<file path="src/rtl/bp_io_arb_pkg.sv">
// Shared types for the unicore incoming-I/O port arbiter and its response-ID FIFO.
package bp_io_arb_pkg;

  typedef logic [0:0] io_arb_cli_id_t;

  localparam int io_arb_num_cli_gp = 2;

endpackage

</file>
<file path="src/rtl/bp_io_arb_id_fifo.sv">
// In-order FIFO of client IDs, one entry per io_cmd issued and awaiting its io_resp.
module bp_io_arb_id_fifo
  import bp_io_arb_pkg::*;
#(
  parameter int els_p = 4
)
(
  input  logic                    clk_i,
  input  logic                    reset_n_i,
  input  logic [0:0]              data_i,
  input  logic                    enq_i,
  input  logic                    deq_i,
  output logic [0:0]              data_o,
  output logic                    full_o,
  output logic                    empty_o,
  output logic [$clog2(els_p):0]  count_o
);

  localparam int ptr_w_lp = $clog2(els_p);
  localparam int cnt_w_lp = ptr_w_lp + 1;
  localparam logic [cnt_w_lp-1:0] full_cnt_lp = cnt_w_lp'(els_p);

  io_arb_cli_id_t        mem_r [els_p];
  logic [ptr_w_lp-1:0]   wr_ptr_r, rd_ptr_r;
  logic [cnt_w_lp-1:0]   count_r;
  logic                  enq_v, deq_v;

  assign full_o  = (count_r == full_cnt_lp);
  assign empty_o = (count_r == '0);
  assign count_o = count_r;
  assign data_o  = mem_r[rd_ptr_r];

  assign enq_v = enq_i & ~full_o;
  assign deq_v = deq_i & ~empty_o;

  // Pointers wrap naturally because els_p is a power of two.
  always_ff @(posedge clk_i or negedge reset_n_i) begin
    if (!reset_n_i) begin
      wr_ptr_r <= '0;
      rd_ptr_r <= '0;
      count_r  <= '0;
    end else begin
      if (enq_v) wr_ptr_r <= wr_ptr_r + 1'b1;
      if (deq_v) rd_ptr_r <= rd_ptr_r + 1'b1;
      if (enq_v && !deq_v)      count_r <= count_r + 1'b1;
      else if (deq_v && !enq_v) count_r <= count_r - 1'b1;
    end
  end

  always_ff @(posedge clk_i) begin
    if (enq_v) mem_r[wr_ptr_r] <= data_i;
  end

endmodule

</file>
<file path="src/rtl/bp_io_cmd_rr_arbiter.sv">
// Round-robin share of the unicore io_cmd port between the AXI-lite host bridge (client 0)
// and the debug/loader engine (client 1); io_resp is routed back in issue order.
module bp_io_cmd_rr_arbiter
  import bp_io_arb_pkg::*;
#(
  parameter int msg_width_p = 160,
  parameter int els_p       = 4
)
(
  input  logic                                      clk_i,
  input  logic                                      reset_n_i,
  input  logic [io_arb_num_cli_gp*msg_width_p-1:0]  cli_cmd_i,
  input  logic [io_arb_num_cli_gp-1:0]              cli_cmd_v_i,
  output logic [io_arb_num_cli_gp-1:0]              cli_cmd_yumi_o,
  output logic [msg_width_p-1:0]                    cli_resp_o,
  output logic [io_arb_num_cli_gp-1:0]              cli_resp_v_o,
  input  logic [io_arb_num_cli_gp-1:0]              cli_resp_ready_i,
  output logic [msg_width_p-1:0]                    io_cmd_o,
  output logic                                      io_cmd_v_o,
  input  logic                                      io_cmd_yumi_i,
  input  logic [msg_width_p-1:0]                    io_resp_i,
  input  logic                                      io_resp_v_i,
  output logic                                      io_resp_ready_o,
  output logic [$clog2(els_p):0]                    outstanding_o,
  output logic                                      err_o
);

  typedef enum logic {e_unlocked, e_locked} lock_e;

  lock_e           lock_r;
  io_arb_cli_id_t  last_grant_r, lock_grant_r, grant, head_id;
  logic            cmd_v, cmd_hs, resp_hs;
  logic            fifo_full, fifo_empty;
  logic            err_r;

  // A locked grant is replayed until yumi so a presented cmd is never withdrawn or swapped.
  always_comb begin
    grant = lock_grant_r;
    cmd_v = 1'b0;
    if (lock_r == e_locked) begin
      cmd_v = 1'b1;
    end else if (!fifo_full && (cli_cmd_v_i != '0)) begin
      cmd_v = 1'b1;
      if (&cli_cmd_v_i) grant = ~last_grant_r;
      else              grant = cli_cmd_v_i[1];
    end
  end

  assign cmd_hs     = cmd_v & io_cmd_yumi_i;
  assign io_cmd_v_o = cmd_v & reset_n_i;
  assign io_cmd_o   = grant[0] ? cli_cmd_i[2*msg_width_p-1:msg_width_p]
                               : cli_cmd_i[msg_width_p-1:0];

  always_comb begin
    cli_cmd_yumi_o        = '0;
    cli_cmd_yumi_o[grant] = cmd_hs & reset_n_i;
  end

  assign io_resp_ready_o = ~fifo_empty & cli_resp_ready_i[head_id];
  assign resp_hs         = io_resp_v_i & io_resp_ready_o;
  assign cli_resp_o      = io_resp_i;

  always_comb begin
    cli_resp_v_o          = '0;
    cli_resp_v_o[head_id] = io_resp_v_i & ~fifo_empty;
  end

  always_ff @(posedge clk_i or negedge reset_n_i) begin
    if (!reset_n_i) begin
      lock_r       <= e_unlocked;
      last_grant_r <= 1'b1;
      lock_grant_r <= '0;
      err_r        <= 1'b0;
    end else begin
      if (cmd_hs) begin
        lock_r       <= e_unlocked;
        last_grant_r <= grant;
      end else if (cmd_v) begin
        lock_r       <= e_locked;
        lock_grant_r <= grant;
      end
      if (io_resp_v_i && fifo_empty) err_r <= 1'b1;
    end
  end

  assign err_o = err_r;

  bp_io_arb_id_fifo #(.els_p(els_p)) id_fifo (
    .clk_i     (clk_i),
    .reset_n_i (reset_n_i),
    .data_i    (grant),
    .enq_i     (cmd_hs),
    .deq_i     (resp_hs),
    .data_o    (head_id),
    .full_o    (fifo_full),
    .empty_o   (fifo_empty),
    .count_o   (outstanding_o)
  );

  assert property (@(posedge clk_i) disable iff (!reset_n_i) io_cmd_yumi_i |-> io_cmd_v_o);
  assert property (@(posedge clk_i) disable iff (!reset_n_i) $onehot0(cli_resp_v_o));

  for (genvar i = 0; i < io_arb_num_cli_gp; i++) begin : g_hold
    assert property (@(posedge clk_i) disable iff (!reset_n_i)
                     cli_cmd_v_i[i] && !cli_cmd_yumi_o[i] |=> cli_cmd_v_i[i]);
  end

endmodule

</file>
<file path="config.mk">
export PLATFORM = sky130hd
export DESIGN_NAME = bp_io_cmd_rr_arbiter
export DESIGN_NICKNAME = d
export VERILOG_FILES = /design/src/rtl/bp_io_arb_pkg.sv /design/src/rtl/bp_io_arb_id_fifo.sv /design/src/rtl/bp_io_cmd_rr_arbiter.sv
export SDC_FILE = /design/constraint.sdc
export NUM_CORES = 1
export LEC_CHECK = 0
export BUFFER_PORTS_ARGS = -buffer_cell sky130_fd_sc_hd__buf_2
export CELL_PAD_IN_SITES_DETAIL_PLACEMENT = 1
export CELL_PAD_IN_SITES_GLOBAL_PLACEMENT = 1
export CORE_AREA = 2 2 315 317
export DETAILED_ROUTE_END_ITERATION = 8
export DIE_AREA = 0 0 317 319
export GPL_TIMING_DRIVEN = 0
export PLACE_DENSITY = 0.3
export RECOVER_POWER = 25
export SLEW_MARGIN = 20
export SYNTH_ARGS = -nofsm -noshare
export SYNTH_HDL_FRONTEND = slang
export SYNTH_SLANG_ARGS = --single-unit
</file>
<file path="constraint.sdc">
create_clock -name clk_i -period 4.7 [get_ports clk_i]
set_clock_uncertainty 0.1 [all_clocks]
set_input_delay 0.47 -clock clk_i [delete_from_list [all_inputs] [get_ports clk_i]]
set_output_delay 0.47 -clock clk_i [all_outputs]
set_load 0.02 [all_outputs]
</file>
# ---- Word level (Yosys, flattened, before mapping)
# Memory sizes are Yosys's and may differ from the RTL's.
# Index checks and enable logic that the tools add are counted.
dict set report classes {
  addsub 4
  n_lt_le_gt_ge 4
  eq_ne 1
  muxes 18
  bitwise_logic 14
  n_reduce_logical 15
}
# cell n
set op_table {}
lappend op_table {{$mux 160} 1}
lappend op_table {{$mux 1} 13}
lappend op_table {{$and 1x1->1} 8}
lappend op_table {{$logic_and 1x1->1} 6}
lappend op_table {{$mux 3} 2}
lappend op_table {{$reduce_bool 2->1} 3}
lappend op_table {{$add 2x1->2 const B} 2}
lappend op_table {{$and 2x2->2} 2}
lappend op_table {{$lt 1x2->1 const B} 2}
lappend op_table {{$not 1->1} 4}
lappend op_table {{$reduce_and 2->1} 2}
lappend op_table {{$add 3x1->3 const B} 1}
lappend op_table {{$eq 3x3->1 const B} 1}
lappend op_table {{$logic_not 1->1} 3}
lappend op_table {{$logic_not 3->1} 1}
lappend op_table {{$sub 3x1->3 const B} 1}
lappend op_table {{$demux 1 s1} 2}
lappend op_table {{$ge 1x1->1 const B} 2}
dict set report word_totals {
  ff_bits 11
  ram_bits 4
  inputBits 488
  output_inout_bits 330
  elab_cells 64
  mem_count 1
}
# memory depth word_bits read_ports rd_clocked_by_memory_dff wr line_no
set memory_table {}
lappend memory_table {id_fifo.mem_r 4 1 1 0 1 bp_io_arb_id_fifo.sv:23} ;# io_arb_cli_id_t mem_r [els_p];

# ---- Depth between registers and ports, before layout
# Gate-level depths: netlist (run 1).
dict set report logic_depth {
  depth_word 11
  mapped_depth 10
  depth_no_buf 10
}

# ---- Hierarchy
# Synthesis (run 1) repeated with hierarchy kept, for this count alone.
dict set report hier_totals {
  cells_unflattened 405
  hier_area_um2 3973.8
}
# module instances cells_each area_each_um2 seq_area_each_um2
set by_module_without_submodules {}
lappend by_module_without_submodules {bp_io_cmd_rr_arbiter 1 363 3398.3 101.3}
lappend by_module_without_submodules {bp_io_arb_id_fifo 1 42 575.6 295.3}

# ---- Worst setup path after synthesis (run 1)
# Ideal clock, no wire load.
dict set report synth_path {
  path_kind {reg2out}
  start {register id_fifo.count_r[2], in the netlist id_fifo.count_o[2]}
  end {output io_cmd_o[100]}
  arrival_ns 2.005
  required_ns 4.130
  slack_ns 2.125
  path_stages_with_launch 7
  n_path_buf 2
  cell_sequence {dfrtp_1 > nor3b_2 > nor3_4 > mux2i_4 > buf_4 > buf_4 > mux2_1}
}
dict set report synth_between {
  elab_chain_len 6
}
# element line_no
set synth_lines {}
lappend synth_lines {{start: declaration} bp_io_arb_id_fifo.sv:25} ;# logic [cnt_w_lp-1:0] count_r;
lappend synth_lines {{start signal: assignment} bp_io_arb_id_fifo.sv:45} ;# if (enq_v && !deq_v) count_r <= count_r + 1'b1;
lappend synth_lines {{start signal: assignment} bp_io_arb_id_fifo.sv:46} ;# else if (deq_v && !enq_v) count_r <= count_r - 1'b1;
lappend synth_lines {{$eq 3x3->1} bp_io_arb_id_fifo.sv:28} ;# assign full_o = (count_r == full_cnt_lp);
lappend synth_lines {{$logic_not 1->1} bp_io_cmd_rr_arbiter.sv:42} ;# end else if (!fifo_full && (cli_cmd_v_i != '0)) begin
lappend synth_lines {{$logic_and 1x1->1} bp_io_cmd_rr_arbiter.sv:42}
lappend synth_lines {{$mux 1} bp_io_cmd_rr_arbiter.sv:42}
lappend synth_lines {{$mux 1} bp_io_cmd_rr_arbiter.sv:40} ;# if (lock_r == e_locked) begin
lappend synth_lines {{$mux 160} bp_io_cmd_rr_arbiter.sv:51} ;# assign io_cmd_o = grant[0] ? cli_cmd_i[2*msg_width_p-1:msg_width_p]
lappend synth_lines {{end: declaration} bp_io_cmd_rr_arbiter.sv:18} ;# output logic [msg_width_p-1:0] io_cmd_o,
# No other way between the ends.

# ---- Worst setup path after layout (run 1)
dict set report layout_path {
  start {register id_fifo.count_r[0], in the netlist id_fifo.count_o[0]}
  end {output io_cmd_o[74]}
}
# Same word-level chain as after synthesis.

==> metrics.md, run 1 <==
| Metric | Value |
|---|---|
| Setup CP Type | `reg2out` |
| Pin count of the biggest net entering global routing | `14` |
| Post-synth net total | `901` |
| Total clock sinks | `15` |
| Final worst setup slack | `973.8 ps` |
| Initial DRC Count | `79` |
| Sequential area share after synthesis | `0.1003` |
| Worst-path clk slew | `50 ps` |
| CP max FO | `10` |
| Number of synthesized flops with an enable pin | `4` |
| PwrDens | `366.8 nW/um^2` |
| RD Place Congestion | `0.8635` |
| Hold WS | `196.3 ps` |
| Placed Area | `8851 um^2` |
| Final wirelength | `31,020 um` |
| Die X-Extent | `317 um` |
| Async S/R FF share, synth | `0.7333` |
| Synth Instances | `407` |
| Finish-stage setup viols | `0` |
| Met2 Track Usage GR | `0.1063` |
| Starting density of the core | `0.04046` |
| Vias | `5,522` |
| Core Box Area | `97,700 um^2` |
| HP Class | `in2async` |
| Root buf cell | `clkbuf_16` |
| Mean Syn Cell Area | `9.711 um^2` |
| Grt peak-use layer | `met2` |
| Max_cap viols | `0` |
| # IOs | `818` |
| Final Cycle Share | `0.7928` |
| Most frequent cells in the layout | `buf_2, buf_4, mux2_2` |
| Dominant synthesized flop cell | `dfrtp_1` |
| LEAKAGE | `4.266 nW` |
| Commonest non-fill, non-tap cell in the layout | `buf_2` |
| Port Buffers | `657` |
| DRT antenna net count | `0` |
| Gr ovfl total | `0` |
| Hpwl dp | `29,220 um` |
| Layout cells sized above 1 | `0.8052` |
| Synth warnings | `0` |
| CTS Hold Bufs | `0` |
| Met3 usage | `0.02061` |
| # fillers | `11,912` |
| Nets | `1,563` |
| Setup TNS | `0 ps` |
| Final core utilization | `0.09050` |
| RSZ-0062 raised after global routing | `false` |
| Maximum vdd drop | `0.0001275 V` |
| Design area | `8842 um^2` |
| Chip height | `319 um` |
| Met1 global-route usage | `0.05229` |
| Startpoint Class | `register` |
| Post-Syn Area | `3953 um^2` |
| Slew at the pin with the worst max-slew slack | `843.8 ps` |
| Die Footprint | `101,100 um^2` |
| First drt pass iteration count | `6` |
| CTS H-tree lvls | `1` |
| Synthesized flop and latch total | `15` |
| Drt via density | `2.341` |
| P&R area growth vs syn | `123.7%` |
| Residual DRC | `0` |
| First-pass GRT wire length | `39,530 um` |
| Slew headroom | `0.4375` |
| TritonCTS buffer count | `3` |
| WP data arrival | `3160 ps` |
| GRT Util Overall | `0.05400` |
| WP data required | `4130 ps` |
| Status | `complete, no violations` |
| Vias in the first global route | `5,975` |
| Clock Latency Late Sink | `250 ps` |
| Place WS | `1047 ps` |
| Netlist cell types | `34` |
| Critical path capture point type | `output port` |
| Setup bufs post-CTS | `0` |
| Hold Violations, Final | `0` |
| WL/cell | `13.15 um` |
| Initial antenna violation count | `6` |
| Final min period | `3726 ps` |
| CTS Buffer Depth | `2` |
| Final Max Slew Viols | `0` |
| Post_cts resized | `0` |
| Num rows | `115` |
| Achievable frequency | `268.4 MHz` |
| CTS tree | `yes` |
-- Yosys cell counts, types with 2 or more instances --
cell      instances  area (um^2)
buf_4           168         1261
mux2_2           96         1081
mux2_1           67        754.5
dfrtp_1          10        250.2
buf_2             9        45.04
mux2i_1           6        60.06
nor2_1            6        22.52
and2_1            5        31.28
ha_1              5        62.56
edfxtp_1          4        120.1
inv_1             4        15.01
xor2_1            3        26.28
nor2b_1           2        12.51
xnor2_1           2        17.52
-- worst max-delay path, cell delays in order, from the launching register on --
cell and delay [ps]:
dfrtp_1 460, nor3b_2 400, nor3_4 90, mux2i_4 620, buf_2 550, mux2_2 450, buf_2 280
-- through the flow --
| stage | total power (W) | std cells |
|---|---|---|
| finish | 0.003243 | 2359 |
| global route | 0.003478 | 2356 |
| CTS | 0.003333 | 2355 |
| detailed placement | 0.003147 | 2351 |
| global placement | 0.003152 | 2351 |
| floorplan | 0.002058 | 407 |
-- routing by layer --
metal,vias to the layer above,part of all wire
li1,2563,-
met1,2497,0.33
met2,441,0.53
met3,17,0.13
met4,4,0.010
met5,-,0.00087
-- area by class of cell --
cell class | count | area [um^2] | area share
Sequential cell | 15 | 396.6 | 0.04486
Clock inverter | 1 | 5.005 | 0.0005660
Antenna cell | 4 | 10.01 | 0.001132
Inverter | 4 | 15.01 | 0.001698
Tap cell | 1287 | 1610 | 0.1821
Clock buffer | 3 | 75.07 | 0.008490
Multi-Input combinational cell | 210 | 2231 | 0.2523
Buffer | 178 | 1310 | 0.1482
Timing Repair Buffer | 657 | 3189 | 0.3607
-- registers in the layout, indices dropped and copies added, names as in the netlist --
signal,cells
id_fifo.mem_r,4
err_o,1
lock_r,1
last_grant_r,1
id_fifo.rd_ptr_r,2
id_fifo.count_o,3
lock_grant_r,1
id_fifo.wr_ptr_r,2
-- cells by family (layout without fill, tap and decap cells) --
logic type / Yosys count / in the layout / share of synthesized area
AND/OR/NAND/NOR: 22 / 22 / 0.03546
multiplexers: 170 / 170 / 0.4853
other: 0 / 4 / 0
adder cells (fa/ha/maj): 6 / 6 / 0.02089
XOR/XNOR: 5 / 5 / 0.01108
flip-flops: 15 / 15 / 0.1004
AO/OA/AOI/OAI: 7 / 7 / 0.01171
buffers and inverters: 182 / 843 / 0.3352
-- path summary, 6_finish.rpt --
path,start,to,slack [ps],cells past startpoint
max,id_fifo.count_o[0],io_cmd_o[74],970,6
min,reset_n_i,id_fifo.rd_ptr_r[0],200,1
max reg2reg,id_fifo.count_o[2],id_fifo.count_o[2],1850,10
min reg2reg,err_o,err_o,360,1
max in group asynchronous,reset_n_i,id_fifo.wr_ptr_r[0],3780,1
min in group clk_i,io_resp_v_i,err_o,340,2
-- power breakdown --
part | switching, W | total (W) | internal [W] | leakage [nW]
clock network | 0.0000597 | 0.000174 | 0.000114 | 0.0409
logic | 0.00167 | 0.00282 | 0.00114 | 4.06
registers | 0.0000561 | 0.000254 | 0.000198 | 0.164
No activity file was read; power rests on OpenSTA's default activity.
==> inputs of run 2 (changes only) <==
Settings changed: CORE_AREA 2 2 315 317 to 2 2 318 320, DIE_AREA 0 0 317 319 to 0 0 320 322.
Clock period 4.7 ns to 3.2 ns, I/O delays scaled along.
==> run 2 against run 1 <==
Total power increased by 46%; global-route usage hardly changed; largest power group unchanged; largest cell class unchanged; die area increased by 1.9%; wire length up 1.7%; sequential power grew 50%; design area rose by 0.50%; critical path type unchanged; via count up 1.6%; combinational power rose by 46%; clock power rose by 40%; non-clock buffer count rose by 4; first-iteration DRC count decreased by 15%; core utilization down 0.13 points.
==> metrics.md, run 2 (synthesis results as in run 1) <==
| Metric | Value |
|---|---|
| Nets | `1,567` |
| Starting density of the core | `0.03970` |
| Final Max Slew Viols | `0` |
| Worst-path clk slew | `50 ps` |
| Hold Violations, Final | `0` |
| Startpoint Class | `register` |
| CTS H-tree lvls | `1` |
| Achievable frequency | `334.3 MHz` |
| R2r setup slk | `360 ps` |
| Hold Path End | `err_o` |
| Initial DRC Count | `67` |
| Setup CP Type | `reg2out` |
| Slew at the pin with the worst max-slew slack | `766.6 ps` |
| DRT antenna net count | `0` |
| Setup TNS | `0 ps` |
| Worst R2R Path Depth | `10` |
| Hpwl dp | `29,650 um` |
| CP delay by family, top | `buffers and inverters` |
| Vias in the first global route | `5,932` |
| WL/cell | `13.31 um` |
| Final min period | `2991 ps` |
| Most frequent cells in the layout | `buf_2, buf_4, mux2_2` |
| Largest Register | `id_fifo.mem_r` |
| Residual DRC | `0` |
| First-pass GRT wire length | `40,450 um` |
| Status | `complete, no violations` |
| CTS tree | `yes` |
| Vias | `5,610` |
| Core Box Area | `99,570 um^2` |
| Delay of the slowest critical-path stage | `410 ps` |
| Layout cells sized above 1 | `0.8041` |
| Worst hold path depth | `2` |
| Max reg flops | `4` |
| Worst hold start | `io_resp_v_i` |
| Critical-path top delay cell | `dfrtp_1` |
| Slew headroom | `0.4889` |
| Root buf cell | `clkbuf_16` |
| WP data arrival | `2570 ps` |
| LEAKAGE | `4.281 nW` |
| Die Footprint | `103,000 um^2` |
| Place WS | `-344.6 ps` |
| Buf/Inv on CP | `4` |
| Final worst setup slack | `209.1 ps` |
| R2R Path Start | `id_fifo.count_o[2]` |
| HP Class | `in2reg` |
| # IOs | `818` |
| Hold WS | `199.7 ps` |
| PnR Total Power | `0.004739 W` |
| CP max FO | `10` |
| RD Place Congestion | `0.8797` |
| Critical path, cell by cell | `nor3b_4, nor3_4, mux2i_4, buf_4, buf_4, buf_2, mux2_2, buf_2` |
| Pin count of the biggest net entering global routing | `14` |
| First drt pass iteration count | `4` |
| RSZ-0062 raised after global routing | `false` |
| Die X-Extent | `320 um` |
| Total clock sinks | `15` |
| TritonCTS buffer count | `3` |
| Maximum vdd drop | `0.0002520 V` |
| Final Cycle Share | `0.9347` |
| CTS Buffer Depth | `2` |
| Port Buffers | `657` |
| Chip height | `322 um` |
| Drt via density | `2.367` |
| P&R area growth vs syn | `124.8%` |
| GRT Util Overall | `0.05396` |
| Num rows | `116` |
| Clock Latency Late Sink | `240 ps` |
| WP data required | `2780 ps` |
| # fillers | `12,151` |
| R2R Path End | `id_fifo.count_o[2]` |
| Finish-stage setup viols | `0` |
| Initial antenna violation count | `13` |
| Commonest non-fill, non-tap cell in the layout | `buf_2` |
| Critical path capture point type | `output port` |
| Final wirelength | `31,550 um` |
| Inserted Diodes | `0` |
| Gr ovfl total | `0` |
| Max_cap viols | `0` |
| PwrDens | `533.3 nW/um^2` |
-- run 2: cell count changes in the layout (fill, tap and decap cells not counted), moves of 2 or more --
cell / previous run / this run
buf_2: 587 / 585
diode_2: 4 / 0
buf_4: 168 / 171
clkbuf_1: 80 / 82
-- run 2: how the worst max path moves through the flow --
stage / startpoint / to / slack (ps) / cells past startpoint
5_1_grt: id_fifo.count_o[2] / io_cmd_o[134] / 20 / 8
3_5_place_dp: id_fifo.count_o[0] / io_cmd_o[156] / -340 / 6
6_report: id_fifo.count_o[2] / io_cmd_o[1] / 210 / 8
2_1_floorplan: id_fifo.count_o[2] / id_fifo.count_o[2] / 670 / 10
4_1_cts: id_fifo.count_o[0] / io_cmd_o[134] / 50 / 8
3_3_place_gp: id_fifo.count_o[0] / io_cmd_o[156] / -300 / 6
-- run 2: per-layer routing --
metal	part of all wire	wire length (um)	vias up	global-route usage
li1	-	-	2565	-
met5	0.00041	13	-	0
met2	0.55	17340	472	0.1116
met1	0.33	10420	2537	0.05312
met4	0.020	623	2	0.009598
met3	0.10	3156	34	0.01408
-- run 2: metrics by stage --
stage               instance area (um^2)     util  std cells
detailed placement                  8865  0.08903       2362
global placement                    8865  0.08903       2362
finish                              8886  0.08925       2370
floorplan                           3953        -        407
CTS                                 8982  0.09022       2370
global route                        8886  0.08925       2370
-- run 2: what timing repair did --
action	4_1_cts	5_1_grt
gates resized for setup	1	2
endpoints found under the setup margin	162	2
setup buffers	3	0
endpoints found under the hold margin	10	0
hold buffers	1	0
-- run 2: worst register-to-register path, cell delays in order (launching register included) --
cell and delay, ps:
dfrtp_1 410, nor3b_4 190, o21bai_1 410, and3b_1 230, clkbuf_1 300, ha_1 260
inv_1 60, fa_1 370, xor2_1 150, nor2_1 120, xor2_1 150
-- run 2: final cells by class --
cell class,instances,area (um^2),area share
buffer,178,1313,0.1477
clock buffer,4,78.83,0.008871
inverter,4,15.01,0.001690
multi-input combinational,210,2237,0.2518
sequential,15,397.9,0.04478
tap,1298,1624,0.1828
timing repair buffer,661,3221,0.3624
-- run 2: report_power, final --
part / internal (W) / leakage [nW] / total, W / switching, W
logic: 0.00171 / 4.08 / 0.00412 / 0.00240
clock network: 0.000169 / 0.0382 / 0.000244 / 0.0000749
registers: 0.000293 / 0.163 / 0.000380 / 0.0000873
total: 0.00217 / 4.28 / 0.00474 / 0.00256
